$ cat src/rtl/loader_pkg.sv
// Shared state encodings and constants for the UART program loader.
package loader_pkg;

  localparam int unsigned UART_DATA_BITS = 8;

  typedef enum logic [1:0] {IDLE, START, DATA, STOP} byte_state_t;
  typedef enum logic [1:0] {L_LEN, L_DATA, L_DONE} ld_state_t;

endpackage

$ cat src/rtl/uart_rx_byte.sv
// 8N1 UART receiver: 2-flop synchroniser, mid-bit sampling timer and byte FSM.
module uart_rx_byte
  import loader_pkg::*;
#(
  parameter int unsigned CLKS_PER_BIT = 868
) (
  input  logic       i_clk,
  input  logic       i_rst,
  input  logic       i_rx,
  output logic       o_byte_valid,
  output logic [7:0] o_byte_data,
  output logic       o_stop_err,
  output logic       o_frame_start
);

  localparam int unsigned CNT_W = $clog2(CLKS_PER_BIT);
  localparam logic [CNT_W-1:0] BIT_LAST  = CNT_W'(CLKS_PER_BIT - 1);
  localparam logic [CNT_W-1:0] HALF_LAST = CNT_W'(CLKS_PER_BIT / 2 - 1);
  localparam logic [2:0]       LAST_BIT  = 3'(UART_DATA_BITS - 1);

  logic             r_rx_meta, r_rx_sync;
  byte_state_t      r_state, w_state_nxt;
  logic [CNT_W-1:0] r_cnt, w_cnt_nxt;
  logic [2:0]       r_bit, w_bit_nxt;
  logic [7:0]       r_shift, w_shift_nxt;
  logic             r_valid, w_valid_nxt;
  logic             r_err, w_err_nxt;
  logic             r_start, w_start_nxt;

  always_ff @(posedge i_clk) begin
    if (i_rst) begin
      r_rx_meta <= 1'b1;
      r_rx_sync <= 1'b1;
      r_state   <= IDLE;
      r_cnt     <= '0;
      r_bit     <= '0;
      r_shift   <= '0;
      r_valid   <= 1'b0;
      r_err     <= 1'b0;
      r_start   <= 1'b0;
    end else begin
      r_rx_meta <= i_rx;
      r_rx_sync <= r_rx_meta;
      r_state   <= w_state_nxt;
      r_cnt     <= w_cnt_nxt;
      r_bit     <= w_bit_nxt;
      r_shift   <= w_shift_nxt;
      r_valid   <= w_valid_nxt;
      r_err     <= w_err_nxt;
      r_start   <= w_start_nxt;
    end
  end

  always_comb begin
    w_state_nxt = r_state;
    w_cnt_nxt   = r_cnt + 1'b1;
    w_bit_nxt   = r_bit;
    w_shift_nxt = r_shift;
    w_valid_nxt = 1'b0;
    w_err_nxt   = 1'b0;
    w_start_nxt = 1'b0;
    case (r_state)
      IDLE: begin
        w_cnt_nxt = '0;
        if (!r_rx_sync) w_state_nxt = START;
      end
      START: begin
        if (r_cnt == HALF_LAST) begin
          w_cnt_nxt = '0;
          if (r_rx_sync) begin
            w_state_nxt = IDLE;
          end else begin
            w_state_nxt = DATA;
            w_bit_nxt   = '0;
            w_start_nxt = 1'b1;
          end
        end
      end
      DATA: begin
        if (r_cnt == BIT_LAST) begin
          w_cnt_nxt   = '0;
          w_shift_nxt = {r_rx_sync, r_shift[7:1]};
          if (r_bit == LAST_BIT) w_state_nxt = STOP;
          else                   w_bit_nxt   = r_bit + 1'b1;
        end
      end
      STOP: begin
        // Return to IDLE straight after the mid-bit sample so a
        // back-to-back start edge is caught half a bit later.
        if (r_cnt == BIT_LAST) begin
          w_cnt_nxt   = '0;
          w_state_nxt = IDLE;
          if (r_rx_sync) w_valid_nxt = 1'b1;
          else           w_err_nxt   = 1'b1;
        end
      end
      default: w_state_nxt = IDLE;
    endcase
  end

  assign o_byte_valid  = r_valid;
  assign o_byte_data   = r_shift;
  assign o_stop_err    = r_err;
  assign o_frame_start = r_start;

endmodule

$ cat src/rtl/uart_prog_loader.sv
// Loads a UART stream (32-bit LE word count, then that many LE words) into memory.
module uart_prog_loader
  import loader_pkg::*;
#(
  parameter int unsigned CLKS_PER_BIT = 868,
  parameter int unsigned ADDR_W       = 14
) (
  input  logic              clk,
  input  logic              rst,
  input  logic              rx,
  output logic              mem_we,
  output logic [ADDR_W-1:0] mem_addr,
  output logic [31:0]       mem_wdata,
  output logic              busy,
  output logic              done,
  output logic              frame_err
);

  localparam logic [ADDR_W:0] MAX_WORDS = {1'b1, {ADDR_W{1'b0}}};

  logic        w_byte_valid, w_stop_err, w_frame_start;
  logic [7:0]  w_byte_data;
  logic [31:0] w_word;
  logic [ADDR_W:0] w_len_sat;

  ld_state_t       r_state, w_state_nxt;
  logic [1:0]      r_bidx, w_bidx_nxt;
  logic [23:0]     r_word, w_word_nxt;
  logic [ADDR_W:0] r_count, w_count_nxt;
  logic [ADDR_W:0] r_widx, w_widx_nxt;
  logic            r_we, w_we_nxt;
  logic [ADDR_W-1:0] r_addr, w_addr_nxt;
  logic [31:0]     r_wdata, w_wdata_nxt;
  logic            r_busy, w_busy_nxt;
  logic            r_ferr, w_ferr_nxt;

  uart_rx_byte #(
    .CLKS_PER_BIT(CLKS_PER_BIT)
  ) u_rx (
    .i_clk        (clk),
    .i_rst        (rst),
    .i_rx         (rx),
    .o_byte_valid (w_byte_valid),
    .o_byte_data  (w_byte_data),
    .o_stop_err   (w_stop_err),
    .o_frame_start(w_frame_start)
  );

  assign w_word    = {w_byte_data, r_word};
  assign w_len_sat = (w_word > 32'(MAX_WORDS)) ? MAX_WORDS : w_word[ADDR_W:0];

  always_ff @(posedge clk) begin
    if (rst) begin
      r_state <= L_LEN;
      r_bidx  <= '0;
      r_word  <= '0;
      r_count <= '0;
      r_widx  <= '0;
      r_we    <= 1'b0;
      r_addr  <= '0;
      r_wdata <= '0;
      r_busy  <= 1'b0;
      r_ferr  <= 1'b0;
    end else begin
      r_state <= w_state_nxt;
      r_bidx  <= w_bidx_nxt;
      r_word  <= w_word_nxt;
      r_count <= w_count_nxt;
      r_widx  <= w_widx_nxt;
      r_we    <= w_we_nxt;
      r_addr  <= w_addr_nxt;
      r_wdata <= w_wdata_nxt;
      r_busy  <= w_busy_nxt;
      r_ferr  <= w_ferr_nxt;
    end
  end

  always_comb begin
    w_state_nxt = r_state;
    w_bidx_nxt  = r_bidx;
    w_word_nxt  = r_word;
    w_count_nxt = r_count;
    w_widx_nxt  = r_widx;
    w_we_nxt    = 1'b0;
    w_addr_nxt  = r_addr;
    w_wdata_nxt = r_wdata;
    w_busy_nxt  = r_busy;
    w_ferr_nxt  = r_ferr;
    if (r_state != L_DONE) begin
      if (w_frame_start) w_busy_nxt = 1'b1;
      // A bad stop bit abandons the partially assembled word.
      if (w_stop_err) begin
        w_ferr_nxt = 1'b1;
        w_bidx_nxt = '0;
      end else if (w_byte_valid) begin
        w_bidx_nxt = r_bidx + 2'd1;
        case (r_bidx)
          2'd0: w_word_nxt[7:0]   = w_byte_data;
          2'd1: w_word_nxt[15:8]  = w_byte_data;
          2'd2: w_word_nxt[23:16] = w_byte_data;
          default: begin
            if (r_state == L_LEN) begin
              w_count_nxt = w_len_sat;
              w_state_nxt = (w_len_sat == '0) ? L_DONE : L_DATA;
            end else begin
              w_we_nxt    = 1'b1;
              w_addr_nxt  = r_widx[ADDR_W-1:0];
              w_wdata_nxt = w_word;
              w_widx_nxt  = r_widx + 1'b1;
              if ((r_widx + 1'b1) == r_count) w_state_nxt = L_DONE;
            end
          end
        endcase
      end
    end
  end

  assign mem_we    = r_we;
  assign mem_addr  = r_addr;
  assign mem_wdata = r_wdata;
  assign done      = (r_state == L_DONE);
  assign busy      = r_busy & ~done;
  assign frame_err = r_ferr;

endmodule

$ cat config.mk
export PLATFORM = sky130hd
export DESIGN_NAME = uart_prog_loader
export DESIGN_NICKNAME = d
export VERILOG_FILES = /design/src/rtl/loader_pkg.sv /design/src/rtl/uart_rx_byte.sv /design/src/rtl/uart_prog_loader.sv
export SDC_FILE = /design/constraint.sdc
export NUM_CORES = 1
export LEC_CHECK = 0
export CAP_MARGIN = 40
export CORE_UTILIZATION = 45
export CTS_BUF_LIST = sky130_fd_sc_hd__clkbuf_8
export CTS_CLUSTER_SIZE = 20
export DETAILED_ROUTE_END_ITERATION = 8
export GPL_TIMING_DRIVEN = 0
export PLACE_DENSITY_LB_ADDON = 0.25
export SYNTH_ARGS = -nofsm -noshare
export SYNTH_HDL_FRONTEND = slang
export SYNTH_SLANG_ARGS = --single-unit
$ cat constraint.sdc
create_clock -name clk -period 5.1 [get_ports clk]
set_input_delay 0.765 -clock clk [delete_from_list [all_inputs] [get_ports clk]]
set_output_delay 0.765 -clock clk [all_outputs]
set_load 0.1 [all_outputs]
==> impl_metrics.ini, run 1 <==
[status]
run_status = finished, final reports clean

[global_routing]
met1_use_gr = 0.274
grt.met3_usage = 0.0574
gr-usage-all-layers = 0.238
global_route.overflow_total = 0
grt.busiest_layer = met2
grt_util_met2 = 0.419
vias_in_the_first_global_route = 5040
grt_antenna_before_repair = 0
grt_pass1_wl_um = 24000
grt_start_max_net_pins = 17

[synthesis]
async_set_reset_flop_share_out_of_synthesis = 0
most_used_dff_post_synth = dfxtp_1
synth_top_area_cell = dfxtp_1
synthDistinctLibCells = 51
number_of_enable_flip_flop_cells_after_synthesis = 0
synth_sequential_area_ratio = 0.479
postSynthNetCount = 693
post_synth_main_area_contributors = dfxtp_1 (48%), nand2_1 (8.6%), a21oi_1 (7.1%), nor2_1 (4.5%), nand3_1 (3.6%)
share_of_cell_area_taken_by_muxes_after_synthesis = 0.0177
synth.ff_latch_count = 135
combinational_family_with_the_most_area_after_synthesis = simple AND/OR/NAND/NOR gates
post_synth_instance_area_mm2 = 0.00565
synth-simple-area-share = 0.255
synth_compound_area_frac = 0.128
post_synthesis_mean_instance_area_um2 = 8.29
synth_xor_xnor_area_share = 0.0574
synthCells = 681
ys_warn_count = 0
post-synth-top-area-fraction = 0.479
yosys.area_share.adder = 0.0217

[routing]
routedWlPerCell_um = 14.8
drt_pre_antenna_iters = 5
ant_nets = 0
wirelength_um = 14500
vias = 5176
detail_route.vias_per_cell = 5.27
remaining_drc_errors = 0
drt_first_iter_violations = 284

[clocking]
clock_net_sink_count = 135
cts_hold_buffers = 0
cts_tree = done
worstSkewPairLatency_ns = 0.46
post-cts-setup-buffers = 0
cts_inserted_buffers = 17
path_clk_slew_ns = 0.07
cts_repair_resize_count = 0
cts-root-to-sink-buffers = 2
clockRootBuffer = clkbuf_8
h-tree-depth = 4

[power]
vdd.ir_drop.worst_mv = 0.188
p_per_area_mw_per_mm2 = 267
leakage_component_of_the_power_nw = 2.63

[floorplan]
die_area_mm2 = 0.0130
floorplan.initialDensity = 0.466
design.portCount = 53
chipWidth_um = 114
die-height_um = 114
placeableCoreArea_mm2 = 0.0121
placement_rows = 40

[setup_path]
rr_startpoint = r_bidx[0]$_SDFFE_PP0P_
ff2ff_setup_slack_ns = 2.57
worst-setup-path-type = flip-flop to output port
worst-path-max-fanout = 9
critical_path.reg2reg.endpoint = mem_wdata[28]$_SDFFE_PP0P_
critical_path_required_ns = 4.34
setup.worst_path.end_class = output port
cp-start-kind = flip-flop
r2r_cells = 7
cp.arrival_ns = 2.16

[hold_path]
worst_hold_launch = u_rx.r_rx_meta$_SDFF_PP1_
worstHoldPathType = flip-flop to flip-flop
min_delay_path_depth = 1
worstHoldEndpoint = u_rx.r_rx_sync$_SDFF_PP1_

[timing]
fin_crit_ns = 2.93
maxSlewViolCount = 0
finalHoldViolations = 0
setup_total_negative_slack_ns = 0
achievable-frequency_mhz = 342
worst_slew_pin_slew_ns = 0.633
number_of_setup_violations_in_the_final_report = 0
final.setup_skew_ns = 0.0134
rsz_0062_raised_after_global_routing = no
timing.final.crit_share = 0.574
relSlewSlack = 0.578

[placement]
detailed_place_hpwl_um = 10800
placed_cell_area_mm2 = 0.00712
placement.io_buffers = 51
gp_routability_congestion = 0.895

[layout]
insertedDiodeCount = 0
area_growth_synth_to_finish_pct = 33.5
finish.instance_area_mm2 = 0.00754
fillCellCount = 1065
final_net_count = 813
final_layout_size_suffix_gt1_frac = 0.124

[run]
count_of_max_cap_constraint_violations = 0
## per-stage QoR
stage	power (mW)	util	hold slack [ns]	std cells	setup slack (ns)
floorplan	1.10	-	0.389	681	2.87
global placement	1.11	0.526	0.395	900	2.28
detailed placement	1.11	0.588	0.399	950	2.60
CTS	2.03	0.622	0.417	982	2.13
global route	2.08	0.622	0.422	982	2.04
finish	2.01	0.622	0.414	982	2.17
## cell type report
cell class	instances	area, um2	area share
Multi-Input combinational cell	488	2710	0.360
Sequential cell	135	2700	0.359
Timing Repair Buffer	101	1260	0.167
Clock buffer	18	248	0.0329
Tap cell	168	210	0.0279
Buffer	46	188	0.0249
Clock inverter	14	174	0.0231
Inverter	12	45.0	0.00598
## flip-flops by register name (all words and copies together) (netlist names), 2 cells and up, named ones only
name / cells
u_rx.r_cnt: 10
mem_wdata: 32
r_bidx: 2
r_count: 15
mem_addr: 14
r_word: 24
r_widx: 15
r_state: 2
u_rx.r_bit: 3
u_rx.o_byte_data: 8
## worst max-delay path, stage by stage (launching register included)
cell and delay, ns:
dfxtp_1 0.32, clkbuf_1 0.27, nand2b_1 0.26, and2_1 0.15
clkdlybuf4s50_1 0.50, buf_8 0.20
## metal layers
metal	wire [um]	part of all wire
met1	6160	0.42
met2	7380	0.51
met3	607	0.042
met4	396	0.027
met5	0	0
## cell usage after synthesis, types with 2 or more instances
library cell	instances
inv_1	12
a21oi_1	80
o31a_1	2
buf_2	5
xnor2_1	21
o21ai_0	9
nor4b_1	3
and3_1	5
nand4b_1	3
and4_1	3
and2_1	2
nor2b_1	2
nor4_1	13
or3_1	11
nor2_1	68
nor3_1	11
xor2_1	16
nand3b_1	3
or4_4	2
a22oi_1	17
mux2i_1	10
or2_2	2
nand4bb_1	2
clkbuf_1	38
nand2_1	130
ha_1	9
nand3_1	41
dfxtp_1	135
nand4_1	4
## logic make-up after synthesis
kind of cell	count (synthesis)
simple gates	310
flops	135
compound gates	121
buf+inv	58
xor+xnor	37
mux	10
fa+ha+maj	10
## placed cells by master, fill, tap and decap left out, types with 10 or more instances in the layout
cell             synthesis  final
buf_8                    0     50
or3_1                   11     11
inv_1                   12     12
a22oi_1                 17     17
nand2_1                130    130
xor2_1                  16     16
clkbuf_8                 0     18
clkbuf_1                38     38
nor3_1                  11     11
nand3_1                 41     41
nor4_1                  13     13
xnor2_1                 21     21
dfxtp_1                135    135
mux2i_1                 10     10
clkdlybuf4s50_1          0     51
nor2_1                  68     68
a21oi_1                 80     80
## worst max-delay path by stage
stage | startpoint | end | slack [ns]
2_1_floorplan | r_state[0]$_SDFFE_PP0P_ | busy | 2.87
3_3_place_gp | r_state[0]$_SDFFE_PP0P_ | busy | 2.28
3_5_place_dp | r_state[0]$_SDFFE_PP0P_ | mem_wdata[28]$_SDFFE_PP0P_ | 2.60
4_1_cts | r_state[0]$_SDFFE_PP0P_ | busy | 2.13
5_1_grt | r_state[0]$_SDFFE_PP0P_ | busy | 2.04
6_report | r_state[0]$_SDFFE_PP0P_ | busy | 2.17
## report_power, final
| group | leakage [nW] | switching, mW | internal (mW) | total [mW] |
|---|---|---|---|---|
| Sequential | 1.09 | 0.000855 | 1.05 | 1.06 |
| Combinational | 1.34 | 0.0211 | 0.00514 | 0.0262 |
| Clock | 0.202 | 0.434 | 0.498 | 0.933 |
(Power assumes the default switching activity.)
==> inputs of run 2 (changes only) <==
==> constraint.sdc (replaced) <==
create_clock -name clk -period 2.9 [get_ports clk]
set_input_delay 0.435 -clock clk [delete_from_list [all_inputs] [get_ports clk]]
set_output_delay 0.435 -clock clk [all_outputs]
set_load 0.1 [all_outputs]
==> results of run 2 <==
The final DEF is identical to that of run 1. Status: finished, final reports clean.
Among the figures that moved: setup slack after placement 2.60 ns -> 0.401 ns; setup slack after layout 2.17 ns -> 0.302 ns; register-to-register setup slack 2.57 ns -> 0.37 ns; total power 2.01 mW -> 3.54 mW; worst IR drop on VDD 0.188 mV -> 0.330 mV
==> inputs of run 3 (changes only) <==
==> constraint.sdc (replaced) <==
create_clock -name clk -period 2.35 [get_ports clk]
set_input_delay 0.3525 -clock clk [delete_from_list [all_inputs] [get_ports clk]]
set_output_delay 0.3525 -clock clk [all_outputs]
set_load 0.1 [all_outputs]
==> run 3 against run 2 <==
Against the previous run: clock power increased by 24%; clock-buffer cell count stayed put; combinational power increased by 24%; worst setup slack worse by 0.21 ns; clock skew hardly changed; cell area rose by 0.33%.
==> impl_metrics.ini, run 3 (synthesis results as in run 1) <==
[routing]
detail_route.vias_per_cell = 5.24
ant_nets = 0
drt_pre_antenna_iters = 5
routedWlPerCell_um = 14.8
vias = 5140
drt_first_iter_violations = 294
wirelength_um = 14500
remaining_drc_errors = 0

[setup_path]
path_cells = nor4_1 > nand4_1 > or4_1 > nor3b_1 > o41ai_2
critical_path.reg2reg.endpoint = r_state[1]$_SDFFE_PP0P_
cp.arrival_ns = 2.62
worst-setup-path-type = flip-flop to flip-flop
r2r_cells = 5
rr_startpoint = r_word[13]$_SDFFE_PP0P_
cp-start-kind = flip-flop
cp_top_family = simple AND/OR/NAND/NOR gates
critical_path_required_ns = 2.71
ff2ff_setup_slack_ns = 0.09
worst-path-max-fanout = 4
critical-path-slowest-cell = or4_1
crit_buf_inv = 0
cp_slowest_stage_delay_ns = 0.69
setup.worst_path.end_class = flip-flop

[layout]
insertedDiodeCount = 0
post_layout_nonfiller_instances = 980
final_net_count = 811
mostFrequentLayoutCells = dfxtp_1 (133), nand2_1 (130), a21oi_1 (80)
area_growth_synth_to_finish_pct = 34.0
layout.core_utilization = 0.624
final_common_cell = dfxtp_1
final_layout_size_suffix_gt1_frac = 0.138
number_of_flip_flops_under_the_largest_register_name = 32

[timing]
number_of_setup_violations_in_the_final_report = 0
worst_slew_pin_slew_ns = 0.614
setup_total_negative_slack_ns = 0
timing.final.crit_share = 0.962
rsz_0062_raised_after_global_routing = no
relSlewSlack = 0.591
finalHoldViolations = 0
fin_crit_ns = 2.26
maxSlewViolCount = 0
final.setup_skew_ns = 0.0135
achievable-frequency_mhz = 443

[global_routing]
grt_start_max_net_pins = 20
vias_in_the_first_global_route = 5033
grt_antenna_before_repair = 0
global_route.overflow_total = 0
gr-usage-all-layers = 0.238
grt_pass1_wl_um = 23900

[placement]
post-place-cells = 950
gp_routability_congestion = 0.895
placement.io_buffers = 51
detailed_place_hpwl_um = 10800

[floorplan]
die-height_um = 114
floorplan.initialDensity = 0.466
die_area_mm2 = 0.0130
chipWidth_um = 114
placeableCoreArea_mm2 = 0.0121
design.portCount = 53
placement_rows = 40

[clocking]
path_clk_slew_ns = 0.08
h-tree-depth = 4
cts_inserted_buffers = 17
clockRootBuffer = clkbuf_8
clock_net_sink_count = 135
cts_hold_buffers = 0
worstSkewPairLatency_ns = 0.46
cts-root-to-sink-buffers = 2
cts_tree = done

[hold_path]
worst_hold_launch = u_rx.r_rx_meta$_SDFF_PP1_
worstHoldPathType = flip-flop to flip-flop
min_delay_path_depth = 1
worstHoldEndpoint = u_rx.r_rx_sync$_SDFF_PP1_

[power]
p_per_area_mw_per_mm2 = 578
vdd.ir_drop.worst_mv = 0.408
report.power.total_mw = 4.37
leakage_component_of_the_power_nw = 2.63

[run]
count_of_max_cap_constraint_violations = 0

[status]
run_status = finished, final reports clean
[run 3: cell count changes in the layout (fill, tap and decap cells not counted), moves of 2 or more]
| cell | before | now |
|---|---|---|
| clkbuf_1 | 38 | 34 |
| dfxtp_1 | 135 | 133 |
| dfxtp_2 | 0 | 2 |
| clkbuf_2 | 1 | 3 |
[run 3: cell type report]
| type | instances | area, um2 |
|---|---|---|
| clock inverter | 14 | 174 |
| clock buffer | 18 | 248 |
| buffer | 43 | 179 |
| inverter | 12 | 45.0 |
| multi-input combinational | 488 | 2730 |
| timing repair buffer | 102 | 1270 |
| tap | 168 | 210 |
| sequential | 135 | 2710 |
| fill | 1065 | 4550 |
[run 3: how the worst max path moves through the flow]
stage,depth (start not counted),to,from
after floorplan,5,u_rx.r_state[0]$_SDFFE_PP0P_,u_rx.r_cnt[2]$_SDFF_PP0_
after global placement,4,busy,r_state[0]$_SDFFE_PP0P_
after detailed placement,7,mem_wdata[28]$_SDFFE_PP0P_,r_state[0]$_SDFFE_PP0P_
after CTS,4,busy,r_state[0]$_SDFFE_PP0P_
after global routing,7,r_state[0]$_SDFFE_PP0P_,r_widx[1]$_SDFFE_PP0P_
final,5,r_state[1]$_SDFFE_PP0P_,r_word[13]$_SDFFE_PP0P_
[run 3: metrics by stage]
| step | hold WS, ns | setup WS, ns | cell area [um2] |
|---|---|---|---|
| finish | 0.417 | 0.0904 | 7560 |
| global route | 0.422 | 0.00253 | 7560 |
| CTS | 0.406 | 0.0106 | 7540 |
| detailed placement | 0.399 | -0.149 | 7120 |
| global placement | 0.395 | -0.0549 | 6370 |
| floorplan | 0.389 | 0.410 | 5650 |
[run 3: per-layer routing]
layer,vias to the layer above,wire length [um],track usage
li1,2558,-,-
met1,2452,6190,0.276
met2,105,7360,0.418
met3,25,575,0.0574
met4,0,335,0.101
met5,-,0,0
[run 3: power breakdown]
part / internal, mW / switching, mW
Sequential: 2.29 / 0.00193
Clock: 1.08 / 0.944
Combinational: 0.0112 / 0.0459
Total: 3.38 / 0.992
[run 3: repair_timing]
| item | 4_1_cts | 5_1_grt |
|---|---|---|
| buffers inserted | 0 | 1 |
| resized for setup | 3 | 9 |
| endpoints found under the hold margin | 0 | 0 |
| setup endpoints to repair | 13 | 17 |
| pin swaps | 0 | 1 |
